## config.mk

```make
export PLATFORM = sky130hd
export DESIGN_NAME = bounce_gen
export DESIGN_NICKNAME = d
export VERILOG_FILES = /design/src/rtl/bounce_gen.sv
export SDC_FILE = /design/constraint.sdc
export NUM_CORES = 1
export LEC_CHECK = 0
export CAP_MARGIN = 20
export CORE_ASPECT_RATIO = 0.6
export CORE_MARGIN = 5
export CORE_UTILIZATION = 54
export CTS_CLUSTER_DIAMETER = 80
export DETAILED_ROUTE_END_ITERATION = 8
export PLACE_DENSITY_LB_ADDON = 0.25
export SKIP_LAST_GASP = 1
export SYNTH_ARGS = -nofsm -noshare
export SYNTH_HDL_FRONTEND = slang
export SYNTH_SLANG_ARGS = --single-unit
```

## constraint.sdc

```tcl
create_clock -name clk -period 1.8 [get_ports clk]
set_input_delay 0.18 -clock clk [delete_from_list [all_inputs] [get_ports clk]]
set_output_delay 0.18 -clock clk [all_outputs]
set_load 0.005 [all_outputs]
```

## src/rtl/bounce_gen.sv

```systemverilog
// bounce_gen: emulated mechanical switch that bounces for a fixed window before settling
//
// Ports:
//   clk        in   system clock, rising edge
//   reset      in   synchronous, active-high
//   start      in   request one bounce sequence (ignored while busy or on the done cycle)
//   level      in   settled switch level, captured with an accepted start
//   sw         out  bouncy switch signal
//   busy       out  high for exactly BOUNCE_CYC cycles per sequence
//   done_tick  out  one-cycle pulse after the window expires
//   bounce_cnt out  sw transitions in the current/last sequence, saturating at 255
module bounce_gen #(
    parameter int          BOUNCE_CYC = 100000,
    parameter int          GAP_BITS   = 10,
    parameter logic [15:0] SEED       = 16'hACE1
) (
    input  logic       clk,
    input  logic       reset,
    input  logic       start,
    input  logic       level,
    output logic       sw,
    output logic       busy,
    output logic       done_tick,
    output logic [7:0] bounce_cnt
);
    localparam int          WW      = $clog2(BOUNCE_CYC);
    localparam int          GW      = GAP_BITS + 1;
    localparam logic [15:0] SEED_NZ = (SEED == 16'h0000) ? 16'h0001 : SEED;
    localparam logic [0:0]  IDLE    = 1'b0;
    localparam logic [0:0]  BOUNCE  = 1'b1;

    logic [0:0]    state_q, state_d;
    logic          sw_q, sw_d, busy_q, busy_d, done_q, done_d, target_q, target_d;
    logic [7:0]    cnt_q, cnt_d, cnt_inc;
    logic [15:0]   lfsr_q, lfsr_d;
    logic [WW-1:0] win_q, win_d;
    logic [GW-1:0] gap_q, gap_d, g;

    // Right-shifting Fibonacci form of x^16+x^14+x^13+x^11+1
    assign lfsr_d  = {lfsr_q[0] ^ lfsr_q[2] ^ lfsr_q[3] ^ lfsr_q[5], lfsr_q[15:1]};
    assign g       = GW'(lfsr_q[GAP_BITS-1:0]) + GW'(1);
    assign cnt_inc = (cnt_q == 8'hFF) ? cnt_q : cnt_q + 8'd1;

    always_comb begin
        state_d  = state_q;
        sw_d     = sw_q;
        busy_d   = busy_q;
        done_d   = 1'b0;
        cnt_d    = cnt_q;
        win_d    = win_q;
        gap_d    = gap_q;
        target_d = target_q;
        if (state_q == IDLE) begin
            // done_q blocks a start landing on the completion cycle
            if (start && !done_q) begin
                state_d  = BOUNCE;
                busy_d   = 1'b1;
                target_d = level;
                cnt_d    = 8'd0;
                win_d    = WW'(BOUNCE_CYC - 1);
                gap_d    = g;
            end
        end else begin
            win_d = win_q - WW'(1);
            gap_d = gap_q - GW'(1);
            if (win_q == '0) begin
                state_d = IDLE;
                busy_d  = 1'b0;
                done_d  = 1'b1;
                sw_d    = target_q;
                cnt_d   = (target_q != sw_q) ? cnt_inc : cnt_q;
                win_d   = '0;
                gap_d   = '0;
            end else if (gap_q == GW'(1)) begin
                sw_d  = ~sw_q;
                gap_d = g;
                cnt_d = cnt_inc;
            end
        end
    end

    always_ff @(posedge clk) begin
        if (reset) begin
            state_q  <= IDLE;
            sw_q     <= 1'b0;
            busy_q   <= 1'b0;
            done_q   <= 1'b0;
            cnt_q    <= 8'd0;
            lfsr_q   <= SEED_NZ;
            win_q    <= '0;
            gap_q    <= '0;
            target_q <= 1'b0;
        end else begin
            state_q  <= state_d;
            sw_q     <= sw_d;
            busy_q   <= busy_d;
            done_q   <= done_d;
            cnt_q    <= cnt_d;
            lfsr_q   <= lfsr_d;
            win_q    <= win_d;
            gap_q    <= gap_d;
            target_q <= target_d;
        end
    end

    assign sw         = sw_q;
    assign busy       = busy_q;
    assign done_tick  = done_q;
    assign bounce_cnt = cnt_q;
endmodule

```

Word level (Yosys, flattened, before mapping) --
Index checks and enable logic that the tools add are counted.
Word-level totals: register bits after elaboration 57, logic and storage cells 56
Cells by class: $add $sub $neg 4, equal/unequal tests 6, multiplexer cells 22, bitwise gates (word level) 5, reductions and logical operators 10
Operators by type and width (count):
- $mux 17 | 3
- $mux 8 | 6
- $mux 11 | 4
- $logic_not 17->1 | 1
- $sub 17x1->17 const B | 1
- $add 10x1->11 const B | 1
- $eq 11x1->1 const B | 1
- $sub 11x1->11 const B | 1
- $mux 1 | 9
- $add 8x1->8 const B | 1
- $eq 8x8->1 const B | 1
- $reduce_and 2->1 | 3
- $reduce_bool 2->1 | 2
- $ne 3x1->1 const B | 1
- $ne 3x2->1 const B | 1
- $reduce_and 3->1 | 1
- $xor 1x1->1 | 3
- $ne 2x1->1 const B | 1
- $not 1->1 | 2
- $reduce_or 2->1 | 1
- $logic_and 1x1->1 | 1
- $logic_not 1->1 | 1
- $ne 1x1->1 | 1

Longest topological paths before layout --
word-level depth 5, depth in mapped cells 9

Least setup slack after synthesis --
OpenSTA, ideal clock, no wires.
path kind reg-to-reg, start register gap_q[1], end register gap_q[9], arrival 1814 ps, required time 1708 ps, setup slack -107 ps, cell stages (with the launch flop) 10, path buffers 2, path through dfxtp_1 -> inv_1 -> ha_1 -> nor2b_1 -> and4_1 -> buf_6 -> a211oi_4 -> buf_4 -> a31oi_1 -> o32ai_1
On the way: longest elaborated chain between the ends 4
Ends and longest elaborated chain:
- start: declaration | RTL line 37 | logic [GW-1:0] gap_q, gap_d, g;
- start signal: assignment | RTL line 101 | gap_q <= gap_d;
- $sub 11x1->11 / $eq 11x1->1 (equally long branches) | RTL line 65, 74
- $mux 11 * | RTL line 74 | end else if (gap_q == GW'(1)) begin
- $mux 11 * | RTL line 66 | if (win_q == '0) begin
- $mux 11 * | RTL line 53 | if (state_q == IDLE) begin
Every way passes the cells marked *; elsewhere a longest branch is shown, timed or not. A chain may end at the register's enable or synchronous reset.

Worst setup path after layout --
start register state_q, end register cnt_q[2] (netlist: bounce_cnt[2])
On the way: longest elaborated chain between the ends 2
Ends and longest elaborated chain:
- start: declaration | RTL line 32 | logic [0:0] state_q, state_d;
- start signal: assignment | RTL line 94 | state_q <= state_d;
- $ne 3x2->1 (no line) (tied with other cells)
- $reduce_and 3->1 (no line)
- end signal: assignment | RTL line 98 | cnt_q <= cnt_d;
- end: declaration | RTL line 34 | logic [7:0] cnt_q, cnt_d, cnt_inc;
Parallel ways exist; a longest one is shown, timed or not.

==> flow_metrics.py <==
metrics = {
    "critical_path": {
        "critPathArrivalTime_ns": 2.16,
        "critPathRequiredTime_ns": 2.06,
        "crit_type": "reg -> reg",
        "worstSetupEndpointType": "flip-flop",
        "critical_path.max_fanout": 15,
        "setup.worst_path.start_class": "flip-flop",
    },
    "logic_synthesis": {
        "ys_warn_count": 0,
        "yosys_most_used_dff": "sky130_fd_sc_hd__dfxtp_1",
        "synth_cells": 372,
        "syn_avg_cell_area_um2": 8.288,
        "synth_enable_flop_cells": 0,
        "asyncSetResetFlopFracSynth": 0,
        "yosys.area.top_type": "sky130_fd_sc_hd__dfxtp_1",
        "ys_seq_area_frac": 0.3701,
        "ys_ff_latch": 57,
        "syn-num-nets": 382,
        "post_synth_instance_area_um2": 3083,
        "ys_types": 60,
        "netlist.area_leader.share": 0.3701,
        "ys_top_cells_by_area": "sky130_fd_sc_hd__dfxtp_1 37%, sky130_fd_sc_hd__a21oi_1 4.9%, sky130_fd_sc_hd__nand2_1 4.9%, sky130_fd_sc_hd__nor2_1 3.0%, sky130_fd_sc_hd__xor2_1 2.6%",
    },
    "cts": {
        "number_of_buffers_inserted_during_clock_tree_synthesis": 9,
        "cts.root.buffer_cell": "sky130_fd_sc_hd__clkbuf_8",
        "clock_insertion_delay_worst_skew_ns": 0.35,
        "cts.sinks": 57,
        "ctsHoldBuffers": 0,
        "tritoncts": "built",
        "ctsHtreeMaxLevel": 3,
        "clkSlewWorstSetupHoldPaths_ns": 0.07,
        "clk_path_buf_depth": 2,
    },
    "drt": {
        "avgRoutedWirePerCell_um": 19.26,
        "drt_first_pass_iters": 5,
        "vias": 3379,
        "post-route-drc-count": 0,
        "vias_per_cell": 6.177,
        "drtIter0Drc": 376,
        "final_antenna_net_count": 0,
        "route.final.wire_length_mm": 10.54,
    },
    "run": {
        "max_cap_violations": 0,
    },
    "floorplanning": {
        "rows": 21,
        "initial_core_util": 0.5561,
        "chipWidth_um": 107.5,
        "boundaryPins": 15,
        "total_die_area_um2": 7370,
        "fp.dieH_um": 68.53,
        "coreArea_um2": 5544,
    },
    "final_layout": {
        "nFillCells": 296,
        "layout_commonest_cell": "sky130_fd_sc_hd__buf_4",
        "utilization": 0.8167,
        "fraction_of_final_layout_cells_sized_beyond_drive_strength_1": 0.3704,
        "layout_common_cells": "74 x sky130_fd_sc_hd__buf_4, 46 x sky130_fd_sc_hd__dfxtp_1, 38 x sky130_fd_sc_hd__nand2_1",
        "multiInputGateArea_um2": 2113,
        "antennaDiodeCount": 0,
        "register_area_um2": 1155,
        "area_delta_synth_final_pct": 46.87,
        "fin_nets": 472,
    },
    "pwr": {
        "power_switching_w": 0.001254,
        "worst_ir_drop_vdd_uv": 730.0,
        "power_frac_comb": 0.320,
        "cellInternalPower_w": 0.002614,
        "power_switching_share": 0.3241,
        "share_seq_of_total_power": 0.372,
        "total_leakage_power_nw": 1.789,
        "powerDensity_nw_per_um2": 854.2,
        "clkPwrFrac": 0.308,
    },
    "min_path": {
        "min-delay-path-class": "in -> reg",
    },
    "global_routing": {
        "grt_util_all_layers": 0.2576,
        "grt_antenna_before_repair": 1,
        "globalRoute.totalOverflow": 0,
        "first_pass_grt_wire_length_mm": 14.68,
        "largest_net_degree_at_the_start_of_global_routing": 33,
        "number_of_global_route_vias_before_repair": 2998,
    },
    "timing": {
        "achievable-frequency_mhz": 526.2,
        "timing_worst_slew_pin_value_ns": 0.5610,
        "final_max_slew_viol_count": 0,
        "hold_viol_final": 0,
        "final_min_period_over_clock_period": 1.056,
        "final.hold.worst_slack_ns": 0.3975,
        "max_slew_margin": 0.6256,
        "fin_crit_ns": 1.901,
        "finalSetupViolCount": 16,
        "timing.final.ws_setup_ns": -0.1005,
        "rsz0062_at_grt": "yes",
        "worst_clock_skew_ns": 0.01260,
    },
    "placed_design": {
        "preCtsSetupSlack_ns": -0.2228,
        "dp.final_hpwl_mm": 6.181,
        "routability_congestion": 0.8689,
        "io_buffer_count": 14,
    },
    "run_status": {
        "violated_checks": "setup timing",
        "result_of_the_run": "complete, but fails checks",
    },
}
-- stage by stage --
stage                     setup TNS [ns]  power, W  std cells  area [µm²]
final                            -0.5928  0.003868        547        4528
after global routing              -1.988  0.004012        547        4528
after CTS                       -0.04299  0.003609        535        4115
after detailed placement          -2.466  0.002373        513        3784
after global placement            -1.458  0.002338        513        3784
after floorplan                -0.001359  0.001990        372        3095
-- registers in the layout, indices dropped and copies added (netlist names) --
signal	flops
target_q	1
done_tick	1
lfsr_q	16
bounce_cnt	8
busy	1
state_q	1
sw	1
gap_q	11
win_q	17
-- critical path, stage by stage (launching register included) --
cell                      delay, ns
sky130_fd_sc_hd__dfxtp_1       0.49
sky130_fd_sc_hd__inv_1         0.13
sky130_fd_sc_hd__buf_4         0.23
sky130_fd_sc_hd__and2_1        0.25
sky130_fd_sc_hd__buf_4         0.20
sky130_fd_sc_hd__or3_1         0.33
sky130_fd_sc_hd__mux2i_1       0.17
-- kinds of logic (layout without fill, tap and decap cells) --
| logic type | after synthesis | after routing | synth area share |
|---|---|---|---|
| flip-flops | 57 | 57 | 0.3701 |
| buffers and inverters | 40 | 135 | 0.05682 |
| XOR/XNOR | 17 | 17 | 0.04830 |
| AO/OA/AOI/OAI | 96 | 96 | 0.2127 |
| adder cells (fa/ha/maj) | 6 | 6 | 0.02435 |
| AND/OR/NAND/NOR | 150 | 150 | 0.2679 |
| multiplexers | 6 | 6 | 0.01989 |
-- routing by layer --
layer / up-vias / routed length [µm] / part of all wire / global-route usage
met5: - / 13 / 0.0012 / 0
met4: 2 / 285 / 0.027 / 0.1055
met3: 42 / 916 / 0.087 / 0.06884
met2: 199 / 4761 / 0.45 / 0.4033
met1: 1590 / 4560 / 0.43 / 0.3419
li1: 1546 / - / - / -
-- layout make-up --
type	count	area share
inverter	17	0.01409
timing repair buffer	102	0.2003
clock buffer	13	0.03288
tap	80	0.02211
clock inverter	3	0.008842
sequential	57	0.2550
multi-input combinational	275	0.4667
-- timing repair --
action,CTS,global route
cloned,0,2
buffers inserted,6,11
pin swaps,12,27
endpoints found under the setup margin,29,28
gates resized for setup,23,62
-- Yosys cell counts (9+ instances only) --
master                      n
sky130_fd_sc_hd__nand4_1    9
sky130_fd_sc_hd__o21ai_0   14
sky130_fd_sc_hd__inv_1     17
sky130_fd_sc_hd__nand3_1   12
sky130_fd_sc_hd__dfxtp_1   57
sky130_fd_sc_hd__a21oi_1   30
sky130_fd_sc_hd__nor2b_1    9
sky130_fd_sc_hd__or2_2      9
sky130_fd_sc_hd__clkbuf_1  13
sky130_fd_sc_hd__xor2_1     9
sky130_fd_sc_hd__nor2_1    25
sky130_fd_sc_hd__nand2_1   40
-- power groups by stage --
stage | logic (W) | clock network (W) | registers (W)
floorplan | 0.000536 | 0 | 0.00145
global placement | 0.000892 | 0 | 0.00145
detailed placement | 0.000923 | 0 | 0.00145
CTS | 0.000989 | 0.00119 | 0.00143
global route | 0.00131 | 0.00126 | 0.00145
finish | 0.00124 | 0.00119 | 0.00144
-- path summary, 6_finish.rpt --
path                        end       start  slack (ns)  cells past startpoint
setup / recovery  bounce_cnt[2]     state_q       -0.10                      6
hold / removal         target_q       level        0.40                      3
setup reg to reg  bounce_cnt[2]     state_q       -0.10                      6
hold reg to reg      lfsr_q[13]  lfsr_q[14]        0.42                      1
Note: power is estimated with default switching activity, not from simulation.
